`config.mk`:
```
export PLATFORM = sky130hd
export DESIGN_NAME = fft_frame_collector
export DESIGN_NICKNAME = d
export VERILOG_FILES = /design/src/rtl/fft_stream_pkg.sv /design/src/rtl/frame_buf.sv /design/src/rtl/fft_frame_collector.sv
export SDC_FILE = /design/constraint.sdc
export NUM_CORES = 2
export LEC_CHECK = 0
export BUFFER_PORTS_ARGS = -buffer_cell sky130_fd_sc_hd__buf_4
export CAP_MARGIN = 20
export CELL_PAD_IN_SITES_DETAIL_PLACEMENT = 1
export CELL_PAD_IN_SITES_GLOBAL_PLACEMENT = 1
export CORE_MARGIN = 3
export CORE_UTILIZATION = 30
export DETAILED_ROUTE_END_ITERATION = 10
export MAX_ROUTING_LAYER = met4
export PLACE_DENSITY_LB_ADDON = 0.1
export SYNTH_ARGS = -nofsm -noshare
export SYNTH_HDL_FRONTEND = slang
export SYNTH_SLANG_ARGS = --single-unit
```
`constraint.sdc`:
```
create_clock -name clk -period 28.3 [get_ports clk]
set_clock_uncertainty 0.1 [all_clocks]
set_input_delay 2.83 -clock clk [delete_from_list [all_inputs] [get_ports clk]]
set_output_delay 2.83 -clock clk [all_outputs]
set_load 0.02 [all_outputs]
```
`src/rtl/fft_stream_pkg.sv`:
```
// Shared types and defaults for the FFT output stream path.
package fft_stream_pkg;

  localparam int DEF_WIDTH = 64;
  localparam int DEF_N     = 16;
  localparam int LOG2N     = $clog2(DEF_N);

  typedef enum logic [1:0] {IDLE, FILL, DRAIN} state_t;

  typedef struct packed {
    logic [DEF_WIDTH-1:0] re;
    logic [DEF_WIDTH-1:0] im;
  } sample_t;

endpackage

```
`src/rtl/frame_buf.sv`:
```
// N-entry complex-sample register file: one synchronous write port, one combinational read port.
module frame_buf #(
  parameter int WIDTH = 64,
  parameter int N     = 16
) (
  input  logic                 clk,
  input  logic                 we,
  input  logic [$clog2(N)-1:0] waddr,
  input  logic [WIDTH-1:0]     wr_real,
  input  logic [WIDTH-1:0]     wr_im,
  input  logic [$clog2(N)-1:0] raddr,
  output logic [WIDTH-1:0]     rd_real,
  output logic [WIDTH-1:0]     rd_im
);

  logic [2*WIDTH-1:0] mem [N];

  always_ff @(posedge clk) begin
    if (we) mem[waddr] <= {wr_real, wr_im};
  end

  assign {rd_real, rd_im} = mem[raddr];

endmodule

```
`src/rtl/fft_frame_collector.sv`:
```
// Captures one N-sample complex frame from the FFT serializer and replays it over ready/valid.
// Optional DIV16_EN: round(x/N) normalization applied to each word as it is written.
module fft_frame_collector
  import fft_stream_pkg::*;
#(
  parameter int WIDTH = DEF_WIDTH,
  parameter int N     = DEF_N
) (
  input  logic                 clk,
  input  logic                 rst,
  input  logic                 sof,
  input  logic                 in_valid,
  input  logic [WIDTH-1:0]     in_real,
  input  logic [WIDTH-1:0]     in_im,
  output logic                 m_valid,
  input  logic                 m_ready,
  output logic [WIDTH-1:0]     m_real,
  output logic [WIDTH-1:0]     m_im,
  output logic [$clog2(N)-1:0] m_index,
  output logic                 m_last,
  output logic                 busy,
  output logic                 overrun,
  input  logic                 clr_err
);

  localparam int LOGN = $clog2(N);
  localparam logic [LOGN-1:0] LAST_IDX = LOGN'(N - 1);

  state_t state, next_state;
  logic [LOGN-1:0] wr_cnt, wr_cnt_nxt, rd_cnt, rd_cnt_nxt, wr_addr;
  logic wr_en, set_err;
  logic [WIDTH-1:0] rd_real, rd_im;

  // Rounded divide by N, computed one bit wider so the +N/2 bias cannot overflow.
  function automatic logic [WIDTH-1:0] norm(input logic [WIDTH-1:0] x);
`ifdef DIV16_EN
    logic signed [WIDTH:0] t;
    t = $signed({x[WIDTH-1], x}) + $signed((WIDTH+1)'(N / 2));
    t = t >>> LOGN;
    return t[WIDTH-1:0];
`else
    return x;
`endif
  endfunction

  always_ff @(posedge clk or posedge rst) begin
    if (rst) begin
      state  <= IDLE;
      wr_cnt <= '0;
      rd_cnt <= '0;
    end else begin
      state  <= next_state;
      wr_cnt <= wr_cnt_nxt;
      rd_cnt <= rd_cnt_nxt;
    end
  end

  always_comb begin
    next_state = state;
    wr_cnt_nxt = wr_cnt;
    rd_cnt_nxt = rd_cnt;
    wr_addr    = wr_cnt;
    wr_en      = 1'b0;
    set_err    = 1'b0;
    case (state)
      IDLE: begin
        if (in_valid) begin
          if (sof) begin
            wr_en      = 1'b1;
            wr_addr    = '0;
            wr_cnt_nxt = LOGN'(1);
            next_state = FILL;
          end else begin
            set_err = 1'b1;
          end
        end
      end
      FILL: begin
        if (in_valid) begin
          wr_en = 1'b1;
          if (sof) begin
            wr_addr    = '0;
            wr_cnt_nxt = LOGN'(1);
            set_err    = 1'b1;
          end else begin
            wr_cnt_nxt = wr_cnt + LOGN'(1);
            if (wr_cnt == LAST_IDX) begin
              next_state = DRAIN;
              rd_cnt_nxt = '0;
            end
          end
        end
      end
      DRAIN: begin
        if (in_valid) set_err = 1'b1;
        if (m_ready) begin
          rd_cnt_nxt = rd_cnt + LOGN'(1);
          if (rd_cnt == LAST_IDX) next_state = IDLE;
        end
      end
      default: next_state = IDLE;
    endcase
  end

  // A new error in the same cycle as clr_err must not be lost.
  always_ff @(posedge clk or posedge rst) begin
    if (rst)          overrun <= 1'b0;
    else if (set_err) overrun <= 1'b1;
    else if (clr_err) overrun <= 1'b0;
  end

  frame_buf #(.WIDTH(WIDTH), .N(N)) u_buf (
    .clk     (clk),
    .we      (wr_en),
    .waddr   (wr_addr),
    .wr_real (norm(in_real)),
    .wr_im   (norm(in_im)),
    .raddr   (rd_cnt),
    .rd_real (rd_real),
    .rd_im   (rd_im)
  );

  // Outputs decode straight from the state register so reset clears them without a clock.
  assign m_valid = (state == DRAIN);
  assign busy    = (state != IDLE);
  assign m_index = m_valid ? rd_cnt : '0;
  assign m_real  = m_valid ? rd_real : '0;
  assign m_im    = m_valid ? rd_im : '0;
  assign m_last  = m_valid && (rd_cnt == LAST_IDX);

endmodule

```
==> flow_metrics.py <==
metrics = {
    "run_status": {
        "outcome": "completed",
    },
    "floorplanning": {
        "die_h_um": 522,
        "coreArea_sq_um": 264000,
        "initial_core_util_pct": 30.3,
        "fp.dieW_um": 522,
        "ios": 270,
        "rows": 188,
        "die-area_sq_um": 272000,
    },
    "critical_path": {
        "crit_chain": "buf_4, buf_4, buf_4, buf_4, mux2i_1, a22oi_1, nand2_1, o21ai_1, buf_4",
        "crit_path_end_kind": "output port",
        "critPathArrivalTime_ns": 6.49,
        "crit_family": "buffers and inverters",
        "critPathSlowestCell": "dfrtp_4",
        "crit_fanout": 57,
        "critPathLaunchType": "register",
        "crit_top_cell": "buf_4",
        "crit_buf_inv": 5,
        "required_ns": 25.37,
        "crit_path_max_incr_delay_ns": 0.97,
        "crit_type": "reg -> out",
    },
    "pwr": {
        "p_sw_mw": 1.35,
        "powerDensity_nw_per_um2": 69.4,
        "p_leak_nw": 27.7,
        "p_sw_share_pct": 21.0,
        "combPwrFrac_pct": 2.4,
        "clock_power_share_pct": 44.3,
        "power_mw": 6.44,
        "peakVddDrop_mv": 0.0560,
        "seq_power_share_pct": 53.3,
        "internal_power_mw": 5.09,
    },
    "sta": {
        "worst_pin_slew_ns": 1.21,
        "finalSetupTns_ns": 0,
        "fin_crit_ns": 9.42,
        "post-route-period-util_pct": 33.3,
        "setup_viol": 0,
        "slew_violations": 0,
        "hold_viol": 0,
        "setup_ws_ns": 18.88,
        "rsz0062_at_grt": "no",
        "slew_headroom_pct": 19.5,
        "fmax_mhz": 106,
    },
    "drt": {
        "dr.pass1.iters": 7,
        "drc": 0,
        "vias_per_cell": 4.94,
        "drtAntennaViolNets": 0,
        "drt_first_iter_violations": 2910,
        "wl_um": 237000,
        "vias": 41400,
        "wl_per_cell_um": 28.2,
    },
    "layout": {
        "final_common_cell": "edfxtp_1",
        "fin_nets": 4796,
        "drive_gt1_share_pct": 14.3,
        "area_growth_syn_to_layout_pct": 16.2,
        "postLayoutCoreUtil_pct": 35.2,
        "final-instance-count-excl-fill": 8390,
        "mostFrequentLayoutCells": "2048 x edfxtp_1, 1025 x mux2i_1, 514 x a22oi_1",
    },
    "yosys": {
        "synth.avg_cell_area_sq_um": 18.5,
        "synthTopCellsByArea": "edfxtp_1 77%, mux2i_1 13%, a22oi_1 4.8%",
        "synth_top_area_share_pct": 77.0,
        "synth.cell_area_sq_um": 79900,
        "synth_largest_area_cell": "edfxtp_1",
        "synth_cells": 4324,
        "ys.warnings.count": 0,
        "yosysSeqAreaShare_pct": 77.4,
        "ys_types": 37,
        "synth_fp_nets": 4460,
        "synth-seq-cells": 2059,
    },
    "cts": {
        "cts_buffers": 232,
        "post_cts_resized": 0,
        "hold_buffers": 0,
        "clkLatencyLatePin_ns": 0.86,
        "max-clock-path-buffers": 3,
        "cts_tree": "built",
        "htree_levels": 4,
        "postCtsSetupBuffers": 0,
        "cts_sinks": 2059,
        "root_buffer": "clkbuf_16",
        "clkTransAtPathRegs_ns": 0.06,
    },
    "global_routing": {
        "gr-total-overflow": 0,
        "grt_max_degree": 146,
        "antenna_found_initial": 36,
        "grt_first_pass_wirelength_um": 335000,
        "grt_use_total_pct": 17.6,
        "first_global_vias": 44600,
    },
    "hold_path": {
        "hold_class": "reg -> reg",
    },
    "flow_run": {
        "max_cap_viol_count": 0,
    },
    "placed_design": {
        "pre_cts_ws_ns": 19.54,
        "globalplace.congestion": 0.685,
        "port_buffers": 269,
        "dp_hpwl_um": 117000,
        "place_inst": 7940,
    },
}
[final cells by class]
class / count / area (sq um)
inverters: 4 / 15.0
clock buffers: 295 / 6130
multi-input cells: 1999 / 16500
flip-flops and latches: 2059 / 61800
repair buffers: 364 / 2890
fillers: 26100 / 171000
clock inverters: 132 / 1060
well taps: 3515 / 4400
diodes: 22 / 55.1
[registers in the layout (all words and copies together), names as in the netlist]
signal     count
rd_cnt         4
state          2
u_buf.mem   2048
overrun        1
wr_cnt         4
[synth_stat cells, drive strengths merged]
cell type	number
edfxtp	2048
mux2i	1025
a22oi	514
buf	207
nand2	136
o21ai	136
nand3	133
clkbuf	55
nor2	19
dfrtp	11
and2	6
inv	4
nand3b	4
nor2b	4
a21oi	3
nand2b	3
a32o	2
and3	2
ha	2
a22o	1
nand4	1
nor3b	1
nor4bb	1
o211ai	1
o21a	1
o22ai	1
o31ai	1
or2	1
xnor2	1
[worst reg2reg max path, delay by kind of cell, from the launching register on]
family        cells  cell delay [ns]
simple gates      3             1.42
flops             1             0.51
buf+inv           4             2.97
[final timing paths]
path	from	slack, ns	to	cells past startpoint
min in group asynchronous	rst	1.90	rd_cnt[1]$_DFFE_PP0P_	2
setup / recovery	rd_cnt[0]$_DFFE_PP0P_	18.88	m_real[39]	9
setup reg to reg	state[0]$_DFFE_PP0P_	22.85	u_buf.mem[4][86]$_DFFE_PP_	7
hold / removal	overrun$_DFFE_PP0P_	0.44	overrun$_DFFE_PP0P_	2
max in group asynchronous	rst	25.80	rd_cnt[0]$_DFFE_PP0P_	2
hold reg to reg	overrun$_DFFE_PP0P_	0.44	overrun$_DFFE_PP0P_	2
[metal layers]
layer / up-vias / wire length [um] / track usage (%)
li1: 18200 / - / -
met1: 22300 / 112000 / 23.9
met2: 711 / 112000 / 27.8
met3: 281 / 8620 / 2.82
met4: 0 / 4270 / 3.81
met5: - / 0 / -
[power groups by stage]
| stage | Clock, mW | Combinational [mW] | Sequential (mW) |
|---|---|---|---|
| finish | 2.85 | 0.157 | 3.43 |
| floorplan | 0 | 0.0534 | 3.51 |
| global placement | 0 | 0.160 | 3.50 |
| global route | 3.08 | 0.174 | 3.44 |
| detailed placement | 0 | 0.163 | 3.50 |
| CTS | 2.95 | 0.164 | 3.43 |
[cells by family after synthesis]
kind of cell	after synthesis	share of synthesized area, %
fa+ha+maj	2	0.0313
xor+xnor	1	0.0110
mux	1025	12.8
buf+inv	266	2.22
flops	2059	77.4
simple gates	311	1.76
compound gates	660	5.77
[per-stage QoR]
stage	hold slack (ns)	cell area (sq um)
global route	0.486	92800
global placement	0.422	85500
detailed placement	0.433	85500
CTS	0.439	92700
floorplan	0.385	79900
finish	0.436	92800
Power figures use the tool's default switching activity.
